===== src/rtl/ex_mem.sv =====
// EX/MEM pipeline register for the 5-stage MIPS core.
// Carries GPR/HI-LO write info to MEM and holds the madd/msub intermediate for EX.
module ex_mem #(
  parameter int unsigned DATA_W  = 32,
  parameter int unsigned ADDR_W  = 5,
  parameter int unsigned STALL_W = 6
) (
  input  logic                  clk,
  input  logic                  rst_n,
  input  logic [STALL_W-1:0]    stall,
  input  logic                  flush,
  input  logic                  ex_we,
  input  logic [ADDR_W-1:0]     ex_waddr,
  input  logic [DATA_W-1:0]     ex_result,
  input  logic                  ex_whilo,
  input  logic [DATA_W-1:0]     ex_hi,
  input  logic [DATA_W-1:0]     ex_lo,
  input  logic [2*DATA_W-1:0]   hilo_tmp_i,
  input  logic [1:0]            cnt_i,
  output logic                  mem_we,
  output logic [ADDR_W-1:0]     mem_waddr,
  output logic [DATA_W-1:0]     mem_result,
  output logic                  mem_whilo,
  output logic [DATA_W-1:0]     mem_hi,
  output logic [DATA_W-1:0]     mem_lo,
  output logic [2*DATA_W-1:0]   hilo_tmp_o,
  output logic [1:0]            cnt_o
);

  localparam int unsigned EX_BIT  = 3;
  localparam int unsigned MEM_BIT = 4;

  logic ex_stall;
  logic mem_stall;
  logic unused_stall;

  assign ex_stall     = stall[EX_BIT];
  assign mem_stall    = stall[MEM_BIT];
  assign unused_stall = ^{stall[STALL_W-1:MEM_BIT+1], stall[EX_BIT-1:0]};

  // Flush beats any stall; EX-only stall emits a bubble and parks the madd intermediate.
  always_ff @(posedge clk or negedge rst_n) begin
    if (!rst_n) begin
      mem_we     <= 1'b0;
      mem_waddr  <= '0;
      mem_result <= '0;
      mem_whilo  <= 1'b0;
      mem_hi     <= '0;
      mem_lo     <= '0;
      hilo_tmp_o <= '0;
      cnt_o      <= 2'b00;
    end else if (flush) begin
      mem_we     <= 1'b0;
      mem_waddr  <= '0;
      mem_result <= '0;
      mem_whilo  <= 1'b0;
      mem_hi     <= '0;
      mem_lo     <= '0;
      hilo_tmp_o <= '0;
      cnt_o      <= 2'b00;
    end else if (ex_stall && !mem_stall) begin
      mem_we     <= 1'b0;
      mem_waddr  <= '0;
      mem_result <= '0;
      mem_whilo  <= 1'b0;
      mem_hi     <= '0;
      mem_lo     <= '0;
      hilo_tmp_o <= hilo_tmp_i;
      cnt_o      <= cnt_i;
    end else if (!ex_stall) begin
      mem_we     <= ex_we;
      mem_waddr  <= ex_waddr;
      mem_result <= ex_result;
      mem_whilo  <= ex_whilo;
      mem_hi     <= ex_hi;
      mem_lo     <= ex_lo;
      hilo_tmp_o <= '0;
      cnt_o      <= 2'b00;
    end
  end

endmodule

===== config.mk =====
export PLATFORM = sky130hd
export DESIGN_NAME = ex_mem
export DESIGN_NICKNAME = d
export VERILOG_FILES = /design/src/rtl/ex_mem.sv
export SDC_FILE = /design/constraint.sdc
export NUM_CORES = 1
export LEC_CHECK = 0
export ABC_AREA = 1
export CAP_MARGIN = 5
export CORE_ASPECT_RATIO = 0.7
export CORE_MARGIN = 10
export CORE_UTILIZATION = 44
export CTS_CLUSTER_SIZE = 8
export DETAILED_ROUTE_END_ITERATION = 6
export PLACE_DENSITY = 0.86
export SLEW_MARGIN = 20
export SYNTH_ARGS = -nofsm -noshare
export SYNTH_HDL_FRONTEND = slang
export SYNTH_SLANG_ARGS = --single-unit
export TNS_END_PERCENT = 5

===== constraint.sdc =====
create_clock -name clk -period 1.22 [get_ports clk]
set_clock_uncertainty 0.1 [all_clocks]
set_input_delay 0.122 -clock clk [delete_from_list [all_inputs] [get_ports clk]]
set_output_delay 0.122 -clock clk [all_outputs]
set_load 0.03 [all_outputs]

Word level (Yosys, flattened, before mapping)
Index checks and enable logic that the tools add are counted.
{"block": "word_totals", "reg_bits": 169, "input_bits": 178, "output_inout_bits": 169, "elab_cells": 35}
{"block": "classes", "n_eq_ne": 1, "n_mux": 24, "n_reduce_logical": 2}
{"op": "two-way mux 32 bit", "n": 9}
{"op": "two-way mux 64 bit", "n": 3}
{"op": "two-way mux 5 bit", "n": 3}
{"op": "two-way mux 1 bit", "n": 6}
{"op": "two-way mux 2 bit", "n": 3}
{"op": "inequality test 3 x 1 -> 1 bit (second input constant)", "n": 1}
{"op": "logical AND 1 bit", "n": 1}
{"op": "zero test 1 bit", "n": 1}

Logic depth before layout (Yosys ltp)
Gate-level depths: netlist of run 1.
{"block": "logic_depth", "ltp_word": 4, "mapped_depth": 6, "ltp_nobuf": 3}

Worst setup path after synthesis of run 1
OpenSTA, ideal clock, no wires.
{"block": "synth_path", "kind": "in2reg", "startpoint": "input stall[4]", "endpoint": "register mem_result[10]", "setup_ps": 119, "t_arrival_ps": 676, "required_ps": 1001, "path_slack_ps": 325, "cell_stages": 5, "path_buffers": 3, "cell_sequence": "buf_6 > buf_4 > buf_2 > nand4_1 > nand2_1"}
{"block": "synth_via", "elab_chain_len": 4, "elab_cells_between_ends": 5, "cone_classes": "eq/ne: 1; mux: 2; reduce/logical: 2"}
{"item": "from (decl)", "line_no": "10", "rtl": "input logic [STALL_W-1:0] stall,"}
{"item": "zero test 1 bit *", "line_no": "61", "rtl": "end else if (ex_stall && !mem_stall) begin"}
{"item": "logical AND 1 bit *", "line_no": "61"}
{"item": "two-way mux 32 bit", "line_no": "61"}
{"item": "two-way mux 32 bit", "line_no": "52", "rtl": "end else if (flush) begin"}
{"item": "to (signal assigned)", "line_no": "73", "rtl": "mem_result <= ex_result;"}
{"item": "to (decl)", "line_no": "22", "rtl": "output logic [DATA_W-1:0] mem_result,"}
Every way passes the cells marked *; elsewhere a longest branch is shown, timed or not.
A chain may end at the register's enable or synchronous reset.

Worst setup path after layout of run 1
{"block": "layout_path", "startpoint": "register mem_result[9]", "endpoint": "output mem_result[9]"}
No word-level cell between the ends.

==> impl_results.md, run 1 <==
- Simple-gate share of the synthesized area: 34.4%
- Cell area power density: around 1200 mW/mm2
- Buffers on Ports: approximately 340
- Die Span Y: 127 um
- Largest family of logic cells by synthesized area: simple AND/OR/NAND/NOR gates
- Mapped Cells: 767
- Most frequent cells in the layout: nand2_1, nand4_1, clkdlybuf4s50_1
- Slew Limit Fails: 0
- DRC viols: 0
- Final setup vio count: 3
- Worst slew pin tran: 424 ps
- Violated checks: negative setup slack
- Final period utilization: 100%
- RSZ-0062 raised after global routing: yes
- Distinct cells, synth: 10
- # fillers: approximately 1100
- Layout Cells excl Fill: 1319
- Most common cell after layout, fill and taps aside: nand2_1
- Flop-to-flop setup slack: 190 ps
- Yosys reg bits: 169
- Largest net degree at the start of global routing: 90
- Mux cell area share after synthesis: 0%
- Tot Pwr: 13.7 mW
- Adder-Cell Fraction of Synth Area: 0%
- Crit path max-delay family: flip-flops
- Post-DP HPWL: 18800 um
- Worst r2r path cells: 4
- Net Count, Synth: 945
- Worst EP arrival: 1000 ps
- 1st-iter DRT viols: ~800
- Die area: 0.0221 mm2
- CTS tree: done
- Req. time, crit path: 1000 ps
- Slew margin rel.: 71.7%
- Syn Area/Cell: around 9.5 um2
- I/O Pins: 347
- CP max stage delay: 420 ps
- Initial antenna violation count: 0
- Startpoint Class: flip-flop
- Clock-pin slew on the worst setup and hold paths: roughly 70 ps
- Area of the mapped netlist: 0.00726 mm2
- Final-report hold violation count: 0
- Layout area overhead: 61.4%
- Via count: 7394
- First-pass GRT wire length: around 42000 um
- Vias per cell: roughly 5.6
- Worst setup path category: flip-flop to output pin
- Worst vdd ir: 0.905 mV
- H-tree level count: 4
- Reg2Reg Launch Point: hilo_tmp_o[4]
- DR WL/cell: roughly 21 um
- Hold Path Class: input port to asynchronous set/reset pin
- Clk Latency, worst-skew pair: 410 ps
- Vias in the first global route: 7404
- XOR/XNOR Fraction of Synth Area: 0%
- WL final: 27300 um
- TritonRoute pass-1 iters: 5
- PnR worst setup slack: -1.92 ps
- Total GRT Usage: 23.2%
- Routability Congestion: 0.836
- Sequential fraction of the synthesis area: 58.3%
- Stages on worst setup path: 1
- Bufs and invs on worst path: 1
- Clock Tree Buf Depth: 2
- Clk Tree Root Cell: clkbuf_16
- CP cell instances: buf_6
- Fraction of the mapped netlist area in compound gates: 0%
- Num rows: 39
- RR Endpoint: hilo_tmp_o[4]
- Outcome: complete, but fails checks
- CP max FO: 2
- Synth warn: 0
- GR Overflow Total: 0
- Crit. End Element: output pin
- Post-DRT Antenna Nets: 0
- Clk sinks: 169
- Die X: 174 um
- Fin nets: between 1000 and 1500
- Pleak: 5.92 nW
- Layout cells sized above 1: between 20 and 25%
- Core Region: 0.0162 mm2
- Slowest CP cell: dfrtp_1
- Final min period: about 1200 ps
- Max Cap Viol: 0
- Maximum clock rate: 0.818 GHz
- Cells after DPL: 1279
- Initial core utilization: between 40 and 50%
- N_diodes: 0
- Num CTS Buffers: 17
==> worst max path at each step <==
stage                        start              to  slack, ps
finish               mem_result[9]   mem_result[9]         -2
global route        mem_result[24]  mem_result[24]        -30
CTS                  mem_result[9]   mem_result[9]        -20
detailed placement           flush  hilo_tmp_o[13]       -340
global placement             flush   hilo_tmp_o[7]       -260
floorplan                 stall[4]  mem_result[10]        330
==> repair_timing <==
action                                 in CTS  in global routing
hold buffers                                1                  0
setup buffers                               7                  2
setup endpoints to repair                  81                136
endpoints found under the hold margin     169                  0
gates resized for setup                    79                 77
==> synth_stat cells <==
library cell  instances  share of area, %
dfrtp_1             169                58
inv_2                 2              0.10
nor2_2                1             0.086
nand2_1             272                14
buf_8                 1              0.21
buf_4                16               1.7
clkbuf_1             13              0.67
buf_2                50               3.4
buf_6                 8               1.2
nand4_1             235                20
==> stage by stage <==
step                      util, %  cell area (um2)  setup TNS, ps  hold WS [ps]  setup slack, ps
after floorplan                 -             7260              0          -274              325
after global placement       64.6            10500         -35940         -89.0             -261
after detailed placement     64.6            10500         -39670         -85.2             -335
after CTS                    70.2            11400          -87.4          42.8            -18.8
after global routing         72.1            11700           -765          53.8            -29.5
final                        72.1            11700          -4.01          45.8            -1.92
==> kinds of logic after synthesis <==
family                 after synthesis
buffers and inverters               90
DFF                                169
and+or+nand+nor                    508
==> layer usage <==
layer / global-route usage, % / share of wire (%)
met4: 7.58 / 1.9
met3: 9.36 / 11
met5: 0 / 0
met2: 38.8 / 50
met1: 26.8 / 37
==> registers in the layout, indices dropped and copies added, names as in the netlist <==
register    flops
mem_lo         32
mem_waddr       5
mem_hi         32
cnt_o           2
mem_we          1
hilo_tmp_o     64
mem_whilo       1
mem_result     32
==> cell type report <==
class                      count  area, um2  share of cell area [%]
timing repair buffer         385       4140                    35.3
multi-input combinational    508       2500                    21.4
clock buffer                  18        429                    3.66
sequential                   169       4230                    36.1
tap                          225        282                    2.40
inverter                       2       12.5                   0.107
clock inverter                12        118                    1.00
==> power breakdown <==
group / leakage (nW) / internal, mW / switching [mW]
Clock: 0.256 / 2.82 / 2.33
Combinational: 3.39 / 1.18 / 1.38
Sequential: 2.28 / 5.83 / 0.182
No activity file was read; power rests on OpenSTA's default activity.
==> inputs of run 2 (changes only) <==
- MAX_ROUTING_LAYER: unset -> met4
==> run 2 against run 1 <==
The flow still finishes with violations (negative setup slack). Register-to-register slack is essentially flat. Non-clock buffer count is the same. Sequential share of layout area is essentially flat. Via count shrank 0.39%. Sequential power is essentially flat. Largest cell class unchanged. Critical path type unchanged. Clock-buffer cell count is the same.
==> impl_results.md, run 2 (synthesized netlist as in run 1, its figures left out) <==
- Post-DRT Antenna Nets: 0
- Initial core utilization: 44.7%
- WL final: between 20000 and 30000 um
- DR WL/cell: 20.7 um
- Slowest CP cell: dfrtp_1
- Slew margin rel.: 69.4%
- Via count: 7365
- Crit. End Element: output pin
- Die X: ~170 um
- Outcome: complete, but fails checks
- Final period utilization: 100%
- Slew Limit Fails: 0
- DRC viols: 0
- First-pass GRT wire length: 41400 um
- Hold WS: 41.8 ps
- Final setup vio count: 3
- Clk Tree Root Cell: clkbuf_16
- Most frequent cells in the layout: nand2_1, nand4_1, clkdlybuf4s50_1
- Stages on worst setup path: 1
- CTS tree: done
- Buffers on Ports: 342
- Worst slew pin tran: 459 ps
- 1st-iter DRT viols: 763
- Bufs and invs on worst path: 1
- Violated checks: negative setup slack
- Worst EP arrival: 1000 ps
- Hold Path Class: input port to asynchronous set/reset pin
- Layout area overhead: 61.6%
- Clock-pin slew on the worst setup and hold paths: 70 ps
- Cell area power density: 1170 mW/mm2
- Req. time, crit path: 1000 ps
- Startpoint Class: flip-flop
- RSZ-0062 raised after global routing: yes
- I/O Pins: 347
- Maximum clock rate: 0.816 GHz
- Final min period: about 1200 ps
- Clock Tree Buf Depth: 2
- H-tree level count: 4
- Initial antenna violation count: 0
- Die Span Y: roughly 130 um
- Vias per cell: between 5 and 6
- Clk sinks: between 150 and 200
- Die area: ~0.022 mm2
- CP max FO: 2
- Most flop-heavy register: hilo_tmp_o
- Num rows: 39
- Worst setup path category: flip-flop to output pin
- Reg2Reg Launch Point: hilo_tmp_o[4]
- Most common cell after layout, fill and taps aside: nand2_1
- Final Util: around 72%
- # fillers: approximately 1100
- FF/Latch Area: 0.00423 mm2
- Worst r2r path cells: 4
- TritonRoute pass-1 iters: 5
- Num CTS Buffers: 17
- Final-report hold violation count: 0
- N_diodes: 0
- Worst vdd ir: around 0.91 mV
- Total GRT Usage: a little under a quarter
- Layout cells sized above 1: 22.5%
- Vias in the first global route: 7403
- CP max stage delay: 420 ps
- CP cell instances: buf_6
- Max Cap Viol: 0
- Clk Latency, worst-skew pair: between 400 and 500 ps
- Routability Congestion: about 0.85
- PnR worst setup slack: -5.46 ps
- Fin nets: between 1000 and 1500
- Max reg flops: 64
- Flop-to-flop setup slack: 200 ps
- Post-DP HPWL: 18800 um
- Core Region: 0.0162 mm2
- Crit path max-delay family: flip-flops
- GR Overflow Total: 0
- RR Endpoint: hilo_tmp_o[4]
- Pleak: 5.93 nW
- Area taken by multi-input logic gates: 0.00250 mm2
- Largest net degree at the start of global routing: 90
==> run 2: power breakdown <==
group | leakage (nW) | switching (mW) | internal [mW]
Clock | 0.256 | 2.33 | 2.82
Combinational | 3.39 | 1.38 | 1.19
Sequential | 2.28 | 0.183 | 5.83
Total | 5.93 | 3.89 | 9.84
==> run 2: per-layer routing <==
metal  global-route usage [%]  share of wire [%]
met2                     38.9                 50
met4                     6.98                1.5
met1                     27.4                 39
met5                        -                  0
met3                     8.80                9.6
==> run 2: how the worst max path moves through the flow <==
stage	startpoint	end	slack (ps)
global placement	flush	hilo_tmp_o[7]	-260
global route	mem_result[24]	mem_result[24]	-30
finish	mem_result[9]	mem_result[9]	-5
detailed placement	flush	hilo_tmp_o[13]	-340
CTS	mem_result[9]	mem_result[9]	-20
floorplan	stall[4]	mem_result[10]	330
==> run 2: what timing repair did <==
item | in CTS | in global routing
setup endpoints to repair | 81 | 146
setup buffers | 7 | 2
pin swaps | 0 | 0
resized for setup | 79 | 81
hold endpoints to repair | 169 | 0
hold buffers | 1 | 0
==> run 2: through the flow <==
stage | setup slack, ps | setup TNS (ps) | total power, mW | std cells | instance area [um2]
2_1_floorplan | 325 | 0 | 7.14 | 767 | 7260
3_3_place_gp | -261 | -35940 | 8.45 | 1279 | 10500
3_5_place_dp | -335 | -39670 | 8.48 | 1279 | 10500
4_1_cts | -18.8 | -87.4 | 13.7 | 1317 | 11400
5_1_grt | -31.3 | -888 | 14.2 | 1319 | 11700
6_report | -5.46 | -8.31 | 13.7 | 1319 | 11700
==> run 2: layout make-up <==
cell class                 count  area share (%)
multi-input combinational    508            21.3
clock buffer                  18            3.66
clock inverter                12            1.00
inverter                       2           0.107
sequential                   169            36.1
tap                          225            2.40
timing repair buffer         385            35.4
==> inputs of run 3 (changes only) <==
- CORE_MARGIN: 10 -> unset
==> run 3 against run 2 <==
The run now ends clean. Clock power rose by 4.7%. Critical path depth stayed put. Fmax is 2.0% higher. Sequential power about the same. Via count shrank 0.64%. Setup slack better by 24 ps. Power is 1.4% higher. First-iteration DRC count shrank 11%. Global-route usage increased by 4.3 points. Core utilization rose by 1.6 points. Sequential cell count unchanged. Largest power group unchanged.
==> impl_results.md, run 3 (synthesized netlist as in run 1, its figures left out) <==
- Slowest CP cell: dfrtp_1
- DRC viols: 0
- Most flop-heavy register: hilo_tmp_o
- Slew Limit Fails: 0
- Die Span Y: 109 um
- Buffers on Ports: between 300 and 400
- Req. time, crit path: 1000 ps
- Post-DP HPWL: roughly 16000 um
- Max reg flops: 64
- Clk Latency, worst-skew pair: 410 ps
- Core Region: between 0.015 and 0.02 mm2
- Worst slew pin tran: 382 ps
- Via count: 7318
- Num rows: 38
- Worst vdd ir: 0.797 mV
- GR Overflow Total: 0
- Reg power frac: a little over two fifths
- Worst setup path category: flip-flop to output pin
- Outcome: complete, no violations
- CP max FO: 2
- Cell Int Power: 10.0 mW
- Final setup vio count: 0
- Final min period: 1200 ps
- Post-DRT Antenna Nets: 0
- Setup TNS: 0 ps
- WL final: 23800 um
- Clock-pin slew on the worst setup and hold paths: approximately 70 ps
- CP max stage delay: 390 ps
- Clock power frac: 38.7%
- 1st-iter DRT viols: 681
- CP cell instances: buf_2
- Hold Path Class: input port to flip-flop
- Layout Cells excl Fill: 1322
- Most common cell after layout, fill and taps aside: nand2_1
- Cell area power density: 1200 mW/mm2
- Final period utilization: 98.4%
- H-tree level count: 4
- Die X: about 160 um
- Die area: 0.0170 mm2
- Bufs and invs on worst path: 1
- Vias in the first global route: 6957
- Clock Tree Buf Depth: 2
- Initial antenna violation count: 0
- Num CTS Buffers: 17
- Layout cells sized above 1: 23.0%
- Crit path max-delay family: flip-flops
- N_diodes: 0
- DR WL/cell: 18.0 um
- Max Cap Viol: 0
- Net Sw Frac: 28.1%
- Setup bufs post-CTS: 0
- Worst EP arrival: 980 ps
- Clk sinks: 169
- Most frequent cells in the layout: nand2_1, nand4_1, clkdlybuf4s50_1
- Startpoint Class: flip-flop
- Total GRT Usage: 28.2%
- TritonRoute pass-1 iters: 7
- I/O Pins: 347
- Slew margin rel.: 74.5%
- Layout area overhead: 60.5%
- Initial core utilization: 46.0%
- Pleak: 5.96 nW
- Vias per cell: roughly 5.5
- Final-report hold violation count: 0
- Largest net degree at the start of global routing: 65
- CTS tree: done
- First-pass GRT wire length: 36600 um
- Routability Congestion: 0.805
- Clk Tree Root Cell: clkbuf_16
- Maximum clock rate: 0.833 GHz
- Crit. End Element: output pin
- Fin nets: 1267
- RSZ-0062 raised after global routing: yes
- Gate power share: ~18%
- Switching power total: 3.92 mW
- Cells after DPL: 1289
[run 3: layout make-up]
type	instances	area, um2
Clock buffer	20	457
Clock inverter	12	131
Fill cell	1122	4140
Inverter	2	12.5
Multi-Input combinational cell	508	2500
Sequential cell	169	4230
Tap cell	220	275
Timing Repair Buffer	391	4040
[run 3: worst paths after layout]
path                           startpoint              to  slack (ps)  cells past startpoint
setup / recovery               mem_hi[19]      mem_hi[19]          20                      1
setup reg to reg           hilo_tmp_o[12]  hilo_tmp_o[12]         400                      2
hold reg to reg                mem_lo[23]      mem_lo[23]         420                      2
min in group asynchronous           rst_n  mem_result[28]          90                      2
max in group asynchronous           rst_n       mem_hi[3]         390                      3
hold / removal                   stall[3]       mem_lo[3]          60                      5
[run 3: what timing repair did]
action / 4_1_cts / 5_1_grt
hold buffers: 1 / 0
endpoints found under the hold margin: 169 / 0
setup endpoints to repair: 9 / 73
cloned: 0 / 0
gates resized for setup: 14 / 63
[run 3: tightest hold or removal path, delay by kind of cell]
kind / cells / cell delay, ps
simple gates: 3 / 140
buf+inv: 2 / 260
[run 3: routing by layer]
layer | vias up | GRT usage, % | share of wire [%]
li1 | 3374 | - | -
met1 | 3537 | 35.1 | 40
met2 | 370 | 46.2 | 50
met3 | 37 | 7.09 | 8.2
met4 | 0 | 7.77 | 1.9
met5 | - | - | 0
[run 3: stage by stage]
| step | utilization, % | setup slack [ps] | instance area [um2] | power [mW] | hold WS, ps |
|---|---|---|---|---|---|
| 2_1_floorplan | - | 325 | 7260 | 7.14 | -274 |
| 3_3_place_gp | 68.5 | -242 | 10800 | 8.53 | -57.6 |
| 3_5_place_dp | 68.5 | -297 | 10800 | 8.56 | -54.7 |
| 4_1_cts | 72.4 | -96.2 | 11400 | 14.0 | 37.4 |
| 5_1_grt | 73.8 | -12.6 | 11600 | 14.4 | 55.8 |
| 6_report | 73.8 | 19.0 | 11600 | 13.9 | 59.4 |
[run 3: power groups by stage]
stage	Combinational, mW	Sequential (mW)	Clock (mW)
floorplan	0.618	6.52	0
global placement	2.46	6.07	0
detailed placement	2.49	6.07	0
CTS	2.50	5.98	5.50
global route	2.70	6.02	5.72
finish	2.55	5.99	5.39
